<file path="src/rtl/plot_arbiter_pkg.sv">
// Shared constants, FSM encoding and helpers for the four-requester rectangle plotter.
package plot_arbiter_pkg;

   localparam int SCREEN_W = 160;
   localparam int SCREEN_H = 120;

   localparam logic [1:0] REQ_CLEAR  = 2'd0;
   localparam logic [1:0] REQ_BRICK  = 2'd1;
   localparam logic [1:0] REQ_PADDLE = 2'd2;
   localparam logic [1:0] REQ_BALL   = 2'd3;

   typedef enum logic [1:0] {
      S_IDLE = 2'd0,
      S_LOAD = 2'd1,
      S_DRAW = 2'd2,
      S_DONE = 2'd3
   } state_t;

   function automatic logic [1:0] onehot_to_idx(input logic [3:0] oh);
      logic [1:0] idx;
      idx = 2'd0;
      for (int i = 0; i < 4; i++)
         if (oh[i]) idx = 2'(i);
      return idx;
   endfunction

endpackage

</file>
<file path="src/rtl/plot_arbiter_rr_select.sv">
// Round-robin winner pick: search starts just after last_owner and wraps once.
module rr_select (
   input  logic [3:0] req,
   input  logic [1:0] last_owner,
   output logic [3:0] winner
);

   logic [1:0] idx;
   logic       found;

   // NOTE: every variable written here gets a default first, so no latch is inferred.
   always_comb begin
      winner = '0;
      found  = 1'b0;
      idx    = '0;
      for (int k = 1; k <= 4; k++) begin
         idx = last_owner + 2'(k);
         if (!found && req[idx]) begin
            winner[idx] = 1'b1;
            found       = 1'b1;
         end
      end
   end

endmodule

</file>
<file path="src/rtl/plot_arbiter.sv">
// Arbitrates four rectangle-fill requesters onto one pixel write port, one pixel per cycle.
module plot_arbiter
   import plot_arbiter_pkg::*;
(
   input  logic        clk,
   input  logic        resetn,
   input  logic [3:0]  req,
   input  logic [31:0] rx,
   input  logic [27:0] ry,
   input  logic [31:0] rw,
   input  logic [27:0] rh,
   input  logic [11:0] rcol,
   output logic [3:0]  grant,
   output logic [3:0]  done,
   output logic        busy,
   output logic [7:0]  x,
   output logic [6:0]  y,
   output logic [2:0]  colour,
   output logic        plot
);

   state_t      state, state_nx;
   logic [1:0]  owner, last_owner;
   logic [3:0]  winner;
   logic [7:0]  base_x, w_q, cx, cx_nx;
   logic [6:0]  base_y, h_q, cy, cy_nx;
   logic [2:0]  col_q;
   logic [7:0]  sel_x, sel_w, src_x;
   logic [6:0]  sel_y, sel_h, src_y;
   logic [2:0]  sel_col, pix_col;
   logic [8:0]  pix_x;
   logic [7:0]  pix_y;
   logic        row_end, last_pix, pix_on;

   rr_select u_rr_select (
      .req        (req),
      .last_owner (last_owner),
      .winner     (winner)
   );

   assign sel_x   = rx[8*int'(owner) +: 8];
   assign sel_y   = ry[7*int'(owner) +: 7];
   assign sel_w   = rw[8*int'(owner) +: 8];
   assign sel_h   = rh[7*int'(owner) +: 7];
   assign sel_col = rcol[3*int'(owner) +: 3];

   assign row_end  = ({1'b0, cx} + 9'd1) == {1'b0, w_q};
   assign last_pix = row_end && (({1'b0, cy} + 8'd1) == {1'b0, h_q});

   always_comb begin
      state_nx = state;
      cx_nx    = cx;
      cy_nx    = cy;
      case (state)
         S_IDLE: if (|req) state_nx = S_LOAD;
         S_LOAD: begin
            cx_nx    = '0;
            cy_nx    = '0;
            state_nx = (sel_w == '0 || sel_h == '0) ? S_DONE : S_DRAW;
         end
         S_DRAW: begin
            if (last_pix) begin
               state_nx = S_DONE;
            end else if (row_end) begin
               cx_nx = '0;
               cy_nx = cy + 7'd1;
            end else begin
               cx_nx = cx + 8'd1;
            end
         end
         S_DONE: state_nx = S_IDLE;
         default: state_nx = S_IDLE;
      endcase
   end

   // Pixel registers are loaded one cycle ahead, so LOAD reads the live inputs directly.
   assign src_x   = (state == S_LOAD) ? sel_x   : base_x;
   assign src_y   = (state == S_LOAD) ? sel_y   : base_y;
   assign pix_col = (state == S_LOAD) ? sel_col : col_q;
   assign pix_x   = {1'b0, src_x} + {1'b0, cx_nx};
   assign pix_y   = {1'b0, src_y} + {1'b0, cy_nx};
   assign pix_on  = (state_nx == S_DRAW) && (pix_x < 9'(SCREEN_W)) && (pix_y < 8'(SCREEN_H));

   always_ff @(posedge clk) begin
      // NOTE: resetn is sampled on the clock edge only; sequential state uses <= throughout.
      if (!resetn) begin
         state      <= S_IDLE;
         owner      <= REQ_CLEAR;
         last_owner <= REQ_BALL;
         cx         <= '0;
         cy         <= '0;
         base_x     <= '0;
         base_y     <= '0;
         w_q        <= '0;
         h_q        <= '0;
         col_q      <= '0;
         x          <= '0;
         y          <= '0;
         colour     <= '0;
         plot       <= 1'b0;
      end else begin
         state <= state_nx;
         cx    <= cx_nx;
         cy    <= cy_nx;
         plot  <= pix_on;
         if (state == S_IDLE && |req) owner <= onehot_to_idx(winner);
         if (state == S_LOAD) begin
            base_x <= sel_x;
            base_y <= sel_y;
            w_q    <= sel_w;
            h_q    <= sel_h;
            col_q  <= sel_col;
         end
         if (state == S_DONE) last_owner <= owner;
         if (state_nx == S_DRAW) begin
            x      <= pix_x[7:0];
            y      <= pix_y[6:0];
            colour <= pix_col;
         end
      end
   end

   assign grant = (state == S_LOAD || state == S_DRAW) ? (4'b0001 << owner) : 4'b0000;
   assign done  = (state == S_DONE) ? (4'b0001 << owner) : 4'b0000;
   assign busy  = (state != S_IDLE);

endmodule

</file>
<file path="config.mk">
export PLATFORM = sky130hd
export DESIGN_NAME = plot_arbiter
export DESIGN_NICKNAME = d
export VERILOG_FILES = /design/src/rtl/plot_arbiter_pkg.sv /design/src/rtl/plot_arbiter_rr_select.sv /design/src/rtl/plot_arbiter.sv
export SDC_FILE = /design/constraint.sdc
export NUM_CORES = 1
export LEC_CHECK = 0
export BUFFER_PORTS_ARGS = -buffer_cell sky130_fd_sc_hd__buf_2
export CORE_MARGIN = 5
export CORE_UTILIZATION = 45
export DETAILED_ROUTE_END_ITERATION = 6
export PLACE_DENSITY_LB_ADDON = 0.15
export SYNTH_ARGS = -nofsm -noshare
export SYNTH_HDL_FRONTEND = slang
export SYNTH_SLANG_ARGS = --single-unit
</file>
<file path="constraint.sdc">
create_clock -name clk -period 9.4 [get_ports clk]
set_input_delay 0.94 -clock clk [delete_from_list [all_inputs] [get_ports clk]]
set_output_delay 0.94 -clock clk [all_outputs]
set_load 0.03 [all_outputs]
</file>
==> run_results.csv <==
group,metric,value,unit
route,antenna_left,0,
grt,grt_pass1_vias,4881,
yosys,synth-adder-area-share,0.0747,
yosys,synth_top_family_by_area,"multiplexers",
critical_path,critPathArrivalTime,5.04,ns
critical_path,cp.required,9.66,ns
clock_network,cts_hold_buf,0,
critical_path,path_max_fanout,7,
route,wire_per_inst,16.0,um
yosys,yosys-top-cells-count,"dfxtp_1, nor2_1, mux4_2",
sta,timing.fmax,209,MHz
yosys,synth-edff-count,0,
yosys,synth_top_area_share,0.280,
final_layout,syn_to_final_growth,22.5,%
floorplan,die_width,118,um
place,place_ws,4.69,ns
floorplan,io_pins,166,
yosys,syn_area_per_cell,9.62,sq um
grt,antenna_found_initial,0,
worst_hold_path,hold_class,"register to register",
grt,track_usage,0.195,
yosys,yosys_most_used_dff,"dfxtp_1",
clock_network,post_cts_resized,0,
yosys,synth-seq-cells,73,
place,port_buffers,165,
sta,relSlewSlack,0.496,
floorplan,chipHeight,118,um
grt,overflow,0,
run_status,outcome,"complete, no violations",
yosys,ys_seq_area_frac,0.280,
sta,rsz0062_at_grt,"no",
sta,skew,0.00843,ns
final_layout,nNetsFinal,861,
clock_network,clock_path_buffers,2,
grt,grt_pass1_wl,22900,um
sta,finalSetupTns,0,ns
place,place_inst,825,
yosys,yosysMostFrequentCell,"dfxtp_1",
yosys,synthesis.nets,711,
clock_network,post-cts-setup-buffer-count,0,
sta,slew_viol_final,0,
place,dpl.hpwl,10600,um
yosys,syn_inst,543,
route,drc,0,
yosys,synthMuxAreaShare,0.246,
yosys,ys.warnings.count,0,
power_and_ir_drop,p_per_area,207,nW/um^2
sta,setup_viol,0,
critical_path,r2r-start,"cx[0]",
power_and_ir_drop,vdd_drop_max,0.110,mV
final_layout,antenna_cells,0,
yosys,synth_top_area_cell,"dfxtp_1",
clock_network,clock-sinks,73,
clock_network,cts_tree,"done",
grt,grt_max_degree,44,
place,gp_congestion,0.824,
sta,worstMarginPinSlew,0.751,ns
yosys,yosys.area_share.simple,0.187,
route,routed_wl,13400,um
clock_network,cts_buffers,9,
route,drt_iter0_markers,257,
clock_network,cts_root_buf,"clkbuf_16",
route,drt_pass1_iterations,4,
floorplan,fp-row-count,39,
floorplan,coreArea,11400,sq um
critical_path,crit_path_end_kind,"register",
sta,hold_viol_final,0,
yosys,synth_area_leaders,"dfxtp_1, mux4_2, ha_1",
clock_network,htreeDepth,3,
critical_path,crit_path_end,"plot",
yosys,syn-cell-area,5230,sq um
floorplan,initial_core_util,0.458,
yosys,async_flop_share,0,
floorplan,die_area,13900,sq um
final_layout,drive_gt1_frac,0.364,
critical_path,reg2reg_slack,4.62,ns
critical_path,reg2reg_depth,18,
clock_network,cts.clk_slew.worst_paths,0.06,ns
critical_path,timing.rr.end,"plot",
critical_path,crit_start,"cx[0]",
critical_path,critPathKind,"register to register",
final_layout,final_cells,841,
route,via_per_inst,5.50,
run,max_cap_violations,0,
power_and_ir_drop,leakage,0.00293,uW
clock_network,worstSkewPairLatency,0.34,ns
sta,layout_setup_ws,4.62,ns
yosys,yosysUniqueCellTypes,63,
route,vias,4627,
yosys,synth_compound_area_frac,0.125,
critical_path,startpoint_type,"register",
sta,fin_crit,4.78,ns
yosys,synthXorXnorAreaFrac,0.0443,
sta,finalCritPeriodShare,0.508,
==> area by class of cell <==
cell class	count	area (sq um)
Sequential cell	73	1460
Clock buffer	10	229
Timing Repair Buffer	170	863
Fill cell	1059	5020
Multi-Input combinational cell	418	3540
Tap cell	143	179
Inverter	21	78.8
Clock inverter	6	43.8
==> kinds of logic after synthesis <==
group	after synthesis
compound gates	95
flops	73
xor+xnor	24
simple gates	186
mux	83
fa+ha+maj	30
buf+inv	52
==> registers in the layout, summed over array words and instances, names as in the netlist <==
name / count
h_q: 7
cy: 7
last_owner: 2
colour: 3
state: 2
cx: 8
w_q: 8
base_y: 7
x: 8
plot: 1
y: 7
col_q: 3
owner: 2
base_x: 8
==> worst min path at each step <==
stage                          from        end  cells after the start  slack, ns
after floorplan            col_q[0]   col_q[0]                      2       0.45
after global placement    colour[0]  colour[0]                      2       0.44
after detailed placement  colour[1]  colour[1]                      2       0.44
after CTS                 colour[1]  colour[1]                      2       0.45
after global routing      colour[1]  colour[1]                      2       0.49
final                     colour[1]  colour[1]                      2       0.45
==> layout by cell type (no fill, tap or decap), types with 15 or more instances in the layout <==
cell,netlist,final
dfxtp_1,73,71
xnor2_1,15,15
inv_1,20,20
mux2_2,15,15
and2_1,28,28
buf_2,9,165
mux2i_1,33,33
a21oi_1,21,21
o21ai_0,23,23
nand2_1,31,31
mux4_2,35,35
ha_1,28,27
nor2_1,55,55
==> routing by layer <==
layer,vias up,part of all wire,global-route usage
met5,-,0,0
met3,14,0.033,0.0370
li1,2288,-,-
met2,89,0.53,0.355
met1,2236,0.43,0.237
met4,0,0.012,0.0430
==> worst max-delay path, stage by stage, from the launching register on <==
cell and delay (ns):
dfxtp_1 0.45, ha_1 0.31, and4_1 0.31, a211oi_1 0.13, nor4_2 0.28, o211ai_1 0.26, nor2_1 0.38, nand3_1 0.24
o21ai_0 0.44, ha_1 0.31, a21o_1 0.16, a21oi_1 0.21, o21bai_1 0.09, a21oi_1 0.22, nor2b_1 0.06, o21ai_0 0.16
nand4_1 0.11, a2111o_1 0.43, a31oi_1 0.14
==> power by group <==
part           internal, uW  switching, uW  leakage, uW
clock network           179            138     0.000121
registers               360           28.2     0.000595
logic                   286            334      0.00222
total                   825            501      0.00293
==> stage by stage <==
step / total power (uW) / utilization / cell area [sq um] / hold WS (ns)
detailed placement: 1020 / 0.537 / 6130 / 0.444
CTS: 1340 / 0.561 / 6400 / 0.452
global placement: 1010 / 0.537 / 6130 / 0.444
finish: 1330 / 0.561 / 6400 / 0.453
floorplan: 873 / - / 5230 / 0.449
global route: 1420 / 0.561 / 6400 / 0.492
(Power assumes the default switching activity.)
